--- config.mk ---
export PLATFORM = sky130hd
export DESIGN_NAME = mc_ctrl
export DESIGN_NICKNAME = d
export VERILOG_FILES = /design/src/rtl/mc_ctrl.sv
export SDC_FILE = /design/constraint.sdc
export NUM_CORES = 1
export LEC_CHECK = 0
export CORE_ASPECT_RATIO = 1.4
export CORE_MARGIN = 5
export CORE_UTILIZATION = 45
export CTS_CLUSTER_DIAMETER = 40
export DETAILED_ROUTE_END_ITERATION = 12
export PLACE_DENSITY_LB_ADDON = 0.05
export SYNTH_ARGS = -nofsm -noshare
export SYNTH_HDL_FRONTEND = slang
export SYNTH_SLANG_ARGS = --single-unit
--- constraint.sdc ---
create_clock -name clk -period 3.06 [get_ports clk]
set_clock_uncertainty 0.15 [all_clocks]
set_input_delay 0.612 -clock clk [delete_from_list [all_inputs] [get_ports clk]]
set_output_delay 0.612 -clock clk [all_outputs]
set_load 0.05 [all_outputs]
--- src/rtl/mc_ctrl.sv ---
// Multi-cycle MIPS control unit: sequences fetch/decode/execute/memory/write-back
// for the shared-ALU datapath, counts retired instructions and flags illegal opcodes.
module mc_ctrl #(
  parameter int unsigned CNT_W     = 32,
  parameter int unsigned BEQ_DELAY = 0
) (
  input  logic             clk,
  input  logic             rst,
  input  logic [5:0]       op,
  input  logic [5:0]       funct,
  input  logic             zero,
  input  logic             mem_rdy,
  output logic             pc_we,
  output logic [1:0]       pc_src,
  output logic             ir_we,
  output logic             rf_we,
  output logic [1:0]       rf_dst,
  output logic [1:0]       wd_sel,
  output logic             alu_src_b,
  output logic             ext_op,
  output logic [2:0]       alu_op,
  output logic             dm_re,
  output logic             dm_we,
  output logic             illegal,
  output logic [3:0]       state,
  output logic [CNT_W-1:0] instr_cnt
);

  typedef enum logic [3:0] {
    S_IDLE  = 4'd0,  S_FETCH = 4'd1,  S_DCD  = 4'd2,  S_EXE_R = 4'd3,
    S_EXE_I = 4'd4,  S_ADR   = 4'd5,  S_MRD  = 4'd6,  S_MWR   = 4'd7,
    S_WB_R  = 4'd8,  S_WB_I  = 4'd9,  S_WB_M = 4'd10, S_BR    = 4'd11,
    S_JMP   = 4'd12
  } state_t;

  localparam logic [5:0] OP_RTYPE = 6'b000000, OP_ADDIU = 6'b001001, OP_ORI = 6'b001101,
                         OP_LUI   = 6'b001111, OP_LW    = 6'b100011, OP_SW  = 6'b101011,
                         OP_BEQ   = 6'b000100, OP_J     = 6'b000010;

  state_t           state_q, state_d;
  logic [5:0]       op_q, funct_q;
  logic [1:0]       br_cnt_q, br_cnt_d;
  logic [CNT_W-1:0] cnt_q, cnt_d;
  logic             retire;

  function automatic logic [2:0] r_alu_op(input logic [5:0] f);
    case (f)
      6'b100011: return 3'b001;
      6'b100100: return 3'b010;
      6'b100101: return 3'b011;
      6'b101010: return 3'b100;
      default:   return 3'b000;
    endcase
  endfunction

  function automatic logic r_legal(input logic [5:0] f);
    return (f == 6'b100001) || (f == 6'b100011) || (f == 6'b100100) ||
           (f == 6'b100101) || (f == 6'b101010);
  endfunction

  always_ff @(posedge clk or negedge rst) begin
    if (!rst) begin
      state_q  <= S_IDLE;
      op_q     <= '0;
      funct_q  <= '0;
      br_cnt_q <= '0;
      cnt_q    <= '0;
    end else begin
      state_q  <= state_d;
      br_cnt_q <= br_cnt_d;
      cnt_q    <= cnt_d;
      if (state_q == S_DCD) begin
        op_q    <= op;
        funct_q <= funct;
      end
    end
  end

  // Decode in S_DCD looks at the live IR fields; later states use the latched copy.
  always_comb begin
    state_d  = state_q;
    br_cnt_d = '0;
    illegal  = 1'b0;
    case (state_q)
      S_IDLE:  state_d = S_FETCH;
      S_FETCH: state_d = S_DCD;
      S_DCD: begin
        case (op)
          OP_RTYPE: begin
            if (r_legal(funct)) state_d = S_EXE_R;
            else begin
              illegal = 1'b1;
              state_d = S_FETCH;
            end
          end
          OP_ADDIU, OP_ORI, OP_LUI: state_d = S_EXE_I;
          OP_LW, OP_SW:             state_d = S_ADR;
          OP_BEQ:                   state_d = S_BR;
          OP_J:                     state_d = S_JMP;
          default: begin
            illegal = 1'b1;
            state_d = S_FETCH;
          end
        endcase
      end
      S_EXE_R: state_d = S_WB_R;
      S_EXE_I: state_d = S_WB_I;
      S_ADR:   state_d = (op_q == OP_SW) ? S_MWR : S_MRD;
      S_MRD:   if (mem_rdy) state_d = S_WB_M;
      S_MWR:   if (mem_rdy) state_d = S_FETCH;
      S_BR: begin
        if (32'(br_cnt_q) >= BEQ_DELAY) state_d = S_FETCH;
        else                            br_cnt_d = br_cnt_q + 2'd1;
      end
      S_WB_R, S_WB_I, S_WB_M, S_JMP: state_d = S_FETCH;
      default: state_d = S_IDLE;
    endcase
  end

  assign retire = (state_d == S_FETCH) &&
                  (state_q inside {S_WB_R, S_WB_I, S_WB_M, S_MWR, S_BR, S_JMP});
  assign cnt_d  = retire ? cnt_q + CNT_W'(1) : cnt_q;

  always_comb begin
    pc_we     = 1'b0;
    pc_src    = 2'b00;
    ir_we     = 1'b0;
    rf_we     = 1'b0;
    rf_dst    = 2'b00;
    wd_sel    = 2'b00;
    alu_src_b = 1'b0;
    ext_op    = 1'b0;
    alu_op    = 3'b000;
    dm_re     = 1'b0;
    dm_we     = 1'b0;
    case (state_q)
      S_FETCH: begin
        ir_we = 1'b1;
        pc_we = 1'b1;
      end
      S_EXE_R: alu_op = r_alu_op(funct_q);
      S_WB_R: begin
        rf_we  = 1'b1;
        rf_dst = 2'b01;
        alu_op = r_alu_op(funct_q);
      end
      S_EXE_I: begin
        alu_src_b = 1'b1;
        ext_op    = (op_q == OP_ADDIU);
        alu_op    = (op_q == OP_ORI) ? 3'b011 : 3'b000;
      end
      S_WB_I: begin
        rf_we  = 1'b1;
        wd_sel = (op_q == OP_LUI) ? 2'b10 : 2'b00;
      end
      S_ADR, S_MRD, S_MWR: begin
        alu_src_b = 1'b1;
        ext_op    = 1'b1;
        dm_re     = (state_q == S_MRD);
        dm_we     = (state_q == S_MWR);
      end
      S_WB_M: begin
        rf_we  = 1'b1;
        wd_sel = 2'b01;
      end
      S_BR: begin
        // Only the first BR cycle may load the PC; delay cycles just idle.
        alu_op = 3'b001;
        pc_src = 2'b01;
        pc_we  = zero && (br_cnt_q == 2'd0);
      end
      S_JMP: begin
        pc_we  = 1'b1;
        pc_src = 2'b10;
      end
      default: ;
    endcase
  end

  assign state     = state_q;
  assign instr_cnt = cnt_q;

endmodule

# Yosys cells after proc, flatten, opt, wreduce, memory -nomap -nowiden
# Index checks and enable logic that the tools add are counted.
dict set report word_totals {
  word_cells 78
  inputBits 16
  out_inout_bits 53
  ff_bits 48
}
dict set report classes {
  mux 23
  n_eq_ne 33
  reduce_logical 17
  addsub 1
}
# op n
set op_table {}
lappend op_table {{6-bit == test (second input constant)} 12}
lappend op_table {{6-bit by 4-bit == test with 1-bit output (second input constant)} 6}
lappend op_table {{32-bit by 1-bit adder with 32-bit output (second input constant)} 1}
lappend op_table {{4-bit one-hot mux with 8 select lines} 1}
lappend op_table {{4-bit == test (second input constant)} 5}
lappend op_table {{4-bit one-hot mux with 5 select lines} 1}
lappend op_table {{4-bit by 3-bit == test with 1-bit output (second input constant)} 4}
lappend op_table {{3-bit one-hot mux with 4 select lines} 1}
lappend op_table {{1-bit two-way mux} 9}
lappend op_table {{3-bit one-hot mux with 3 select lines} 1}
lappend op_table {{3-bit OR reduction} 3}
lappend op_table {{4-bit by 1-bit == test with 1-bit output (second input constant)} 2}
lappend op_table {{4-bit by 2-bit == test with 1-bit output (second input constant)} 2}
lappend op_table {{4-bit two-way mux} 2}
lappend op_table {{2-bit one-hot mux with 2 select lines} 2}
lappend op_table {{7-bit OR reduction} 1}
lappend op_table {{6-bit by 2-bit == test with 1-bit output (second input constant)} 1}
lappend op_table {{6-bit by 3-bit == test with 1-bit output (second input constant)} 1}
lappend op_table {{6-bit zero test} 1}
lappend op_table {{2-bit two-way mux} 3}
lappend op_table {{1-bit one-hot mux with 2 select lines} 3}
lappend op_table {{6-bit nonzero test} 1}
lappend op_table {{2-bit OR reduction} 3}
lappend op_table {{6-bit OR reduction} 1}
lappend op_table {{4 further kinds} 7}

# Longest topological paths before layout
dict set report depth {
  depth_word 10
  mapped_depth 7
  depth_no_buf 6
}

# Worst setup path after synthesis
# OpenSTA, ideal clock, no wires.
dict set report synth_timing {
  path_type {register to output}
  startpoint {reg state_q[0] (netlist: state[0])}
  endpoint {out wd_sel[1]}
  arrival_time_ps 2996
  required_ps 2298
  path_stages_with_launch 5
  setup_slack_ps -698
  n_path_buf 1
  path_cell_list {dfrtp_1 clkbuf_1 nor2b_1 and4b_1 nor4b_1}
}
dict set report synth_between {
  elab_chain_cells 2
  word_cells_on_any_way 3
  classes_between {eq/ne: 2; mux: 1}
}
# item line_no
set synth_lines {}
lappend synth_lines {{from (decl)} 40} ;# state_t state_q, state_d;
lappend synth_lines {{from (signal assigned)} 69} ;# state_q <= state_d;
lappend synth_lines {{4-bit == test} 136} ;# case (state_q)
lappend synth_lines {{2-bit one-hot mux with 2 select lines *} 136}
lappend synth_lines {{to (decl)} 18} ;# output logic [1:0] wd_sel,
# Mark *: on every way between the ends. The rest lies on a longest branch, timed or not.

# Worst setup path in the final report
dict set report layout_timing {
  startpoint {in op[2]}
  endpoint {out illegal}
}
dict set report layout_between {
  elab_chain_cells 4
  word_cells_on_any_way 11
  classes_between {eq/ne: 7; mux: 2; reduce/logical: 2}
}
# item line_no
set layout_lines {}
lappend layout_lines {{from (decl)} 9} ;# input logic [5:0] op,
lappend layout_lines {{6-bit by 2-bit == test with 1-bit output, or another cell as far along} 88} ;# case (op)
lappend layout_lines {{7-bit OR reduction (no source line)} n/a}
lappend layout_lines {{1-bit one-hot mux with 2 select lines *} 88}
lappend layout_lines {{1-bit two-way mux *} 84} ;# case (state_q)
lappend layout_lines {{to (decl)} 24} ;# output logic illegal,
# Marks and branches as above.

==> impl_metrics.toml <==
[yosys]
synth_edf_count = 0
ys_ff_latch = 48
syn_avg_cell_area_sq_um = 10.6
synth_top_area_share_pct = 48.2
yosysMostFrequentCell = "dfrtp_1"
syn-cell-area_sq_um = 2490
synth_area_leaders = "dfrtp_1, xnor2_1, mux2_2"
muxShareOfSynthArea_pct = 7.14
synth_top_family_by_area = "simple AND/OR/NAND/NOR gates"
syn-num-nets = 253
ys_seq_area_share_pct = 48.2
synth_warnings = 0
synth-simple-area-share_pct = 23.4
synth_xor_area_share_pct = 11.6
synthAdderAreaFrac_pct = 0.503
async_flop_share_pct = 100
syn_inst = 236
synth-main-ff-cell = "dfrtp_1"
ys_top_cells_by_count = "dfrtp_1, xnor2_1, nand2_1, nor2_1, nand3_1"
synthDistinctLibCells = 47
yosysTopAreaCell = "dfrtp_1"
synth_compound_area_share_pct = 6.73

[placed_design]
place_congestion = 0.852
dp_slack_ns = 0.000517
dp_hpwl_mm = 4.58
portBuffers = 67

[global_routing]
antenna_found_initial = 0
grt_remaining_overflow = 0
grt_max_degree = 49
grtUsageTotal_pct = 17.8
grt_pass1_wl_mm = 10.2
grt_pass1_vias = 2161

[timing]
timing.fmax_ghz = 0.333
rsz0062_at_grt = "yes"
maxSlewHeadroom_pct = 59.3
timing.hold.ws_ns = 0.245
timing.setup.tns_ns = 0
finalCritPeriodShare_pct = 98.0
drv_slew = 0
worstMarginPinSlew_ns = 0.611
min_period_ns = 3.00
hold_viol = 0
fin_ws_ns = 0.0599
setup_viol = 0

[clock_tree]
ctsHoldBuffers = 0
clk_latency_ns = 0.29
cts.path.max_buffers = 2
clkSinkCount = 48
cts_buffers = 5
htreeDepth = 2
cts_root_buffer = "clkbuf_8"
cts_tree = "done"
cts.clk_slew.worst_paths_ns = 0.09

[layout]
fin_util_pct = 63.9
nFillCells = 480
multi_input_area_sq_um = 1280
post_route_cells_drive_above_1_share_pct = 19.3
seqCellArea_sq_um = 1200
nets = 333
diodes = 0
area_growth_pct = 39.6

[setup_path]
cp.depth = 7
timing.rr.end = "instr_cnt[31]"
critical_path.top_delay_family = "buffers and inverters"
ff2ff_path_depth = 6
critPathLaunch = "op[2]"
cp_num_buf_inv = 2
crit_chain = "clkdlybuf4s50_1, nand2b_4, mux2_2, a2bb2oi_1, nor2_1, a211oi_4, buf_12"
startpoint_type = "primary input"
critical-path-slowest-cell = "clkdlybuf4s50_1"
slowest_delay_ns = 0.52
setup.worst_path.end = "illegal"
crit_path_max_fanout = 3
crit_required_ns = 2.30
arrival_ns = 2.24
cp-end-kind = "primary output"
reg2reg_slack_ns = 0.83
crit-reg2reg-launch = "state[0]"
critPathKind = "primary input to primary output"

[run_status]
outcome = "completed"

[floorplan]
dieArea_sq_um = 7140
die_w_um = 72.9
rows = 32
pin_count = 69
core_area_sq_um = 5450
die_y_um = 98.0
initial_core_util_pct = 45.7

[detailed_routing]
dr.pass1.iters = 4
drt_iter0_drc = 101
ant_nets = 0
drc = 0
wirelength_mm = 6.03
wl_per_cell_um = 15.7
via_per_inst = 5.42
vias = 2081

[pwr]
seq_power_share_pct = 34.9
vdd_drop_max_mv = 0.470
p_comb_share_pct = 49.6
powerDensity_nw_per_um2 = 747
p_sw_share_pct = 41.6
clkPwrFrac_pct = 15.5
power.leakage_uw = 0.00142
p_sw_uw = 1080
p_int_uw = 1520

[job]
max-cap-violations = 0

[min_path]
hold_class = "primary input to async pin"
## layout make-up
class                           instances  share of cell area (%)
Tap cell                               68                    2.45
Sequential cell                        48                    34.6
Multi-Input combinational cell        175                    36.8
Inverter                                7                   0.756
Clock buffer                            7                    2.77
Timing Repair Buffer                   79                    22.7
## cells in the final DEF (no fill, tap or decap), drive strengths merged, types with 2 or more instances in the layout
master / netlist / final
nor4b: 2 / 2
or4b: 2 / 2
nor2: 17 / 17
buf: 2 / 20
mux2: 14 / 14
a211oi: 3 / 3
clkbuf: 4 / 7
clkdlybuf4s50: 0 / 59
xor2: 7 / 7
nand2b: 7 / 7
mux2i: 2 / 2
a31o: 2 / 2
nor2b: 4 / 4
nor4: 4 / 4
xnor2: 26 / 26
nor3: 8 / 8
and2: 3 / 3
inv: 7 / 7
dfrtp: 48 / 48
and3: 6 / 6
a21oi: 5 / 5
o21ai: 3 / 3
nand4: 8 / 8
nand3: 15 / 15
nand2: 20 / 20
## routing by layer
| layer | wire, um | GRT usage (%) | part of all wire [%] |
|---|---|---|---|
| met4 | 151 | 6.82 | 2.5 |
| met3 | 291 | 3.71 | 4.8 |
| met5 | 0 | 0 | 0 |
| met1 | 2440 | 20.8 | 40 |
| met2 | 3150 | 31.4 | 52 |
## worst register-to-register path: cells and delay by family (launching register included)
kind,cells,cell delay (ns)
buffers and inverters,1,0.19
DFF,1,0.42
AOI/OAI and AO/OA,2,0.46
xor gates and xnor gates,1,0.16
and+or+nand+nor,2,0.74
## power groups by stage
stage	Sequential, uW	Clock [uW]	Combinational [uW]
after floorplan	1080	0	674
after global placement	913	0	1250
after detailed placement	917	0	1270
after CTS	908	415	1290
after global routing	931	444	1370
final	908	402	1290
## logic make-up after synthesis
group,count (synthesis)
AO/OA/AOI/OAI,21
XOR/XNOR,33
adder cells (fa/ha/maj),1
buffers and inverters,13
flip-flops,48
multiplexers,16
other,1
AND/OR/NAND/NOR,103
## worst min path at each step
stage	from	to	slack, ns
after floorplan	rst	funct_q[0]	0.17
after global placement	instr_cnt[31]	instr_cnt[31]	0.31
after detailed placement	instr_cnt[31]	instr_cnt[31]	0.32
after CTS	rst	instr_cnt[4]	0.28
after global routing	rst	instr_cnt[10]	0.31
final	rst	instr_cnt[4]	0.25
## per-stage QoR
stage	instance area, sq um	power [uW]	std cells
after global routing	3480	2750	384
after detailed placement	3340	2190	375
after global placement	3340	2170	375
final	3480	2600	384
after floorplan	2510	1760	236
after CTS	3460	2610	383
## flip-flops by register name, summed over array words and instances (netlist names)
name / count
instr_cnt: 32
funct_q: 6
op_q: 6
state: 4
## repair_timing
action,in CTS,in global routing
pin swaps,0,3
resized for setup,4,1
setup buffers,1,1
setup endpoints to repair,2,2
Power figures use the tool's default switching activity.
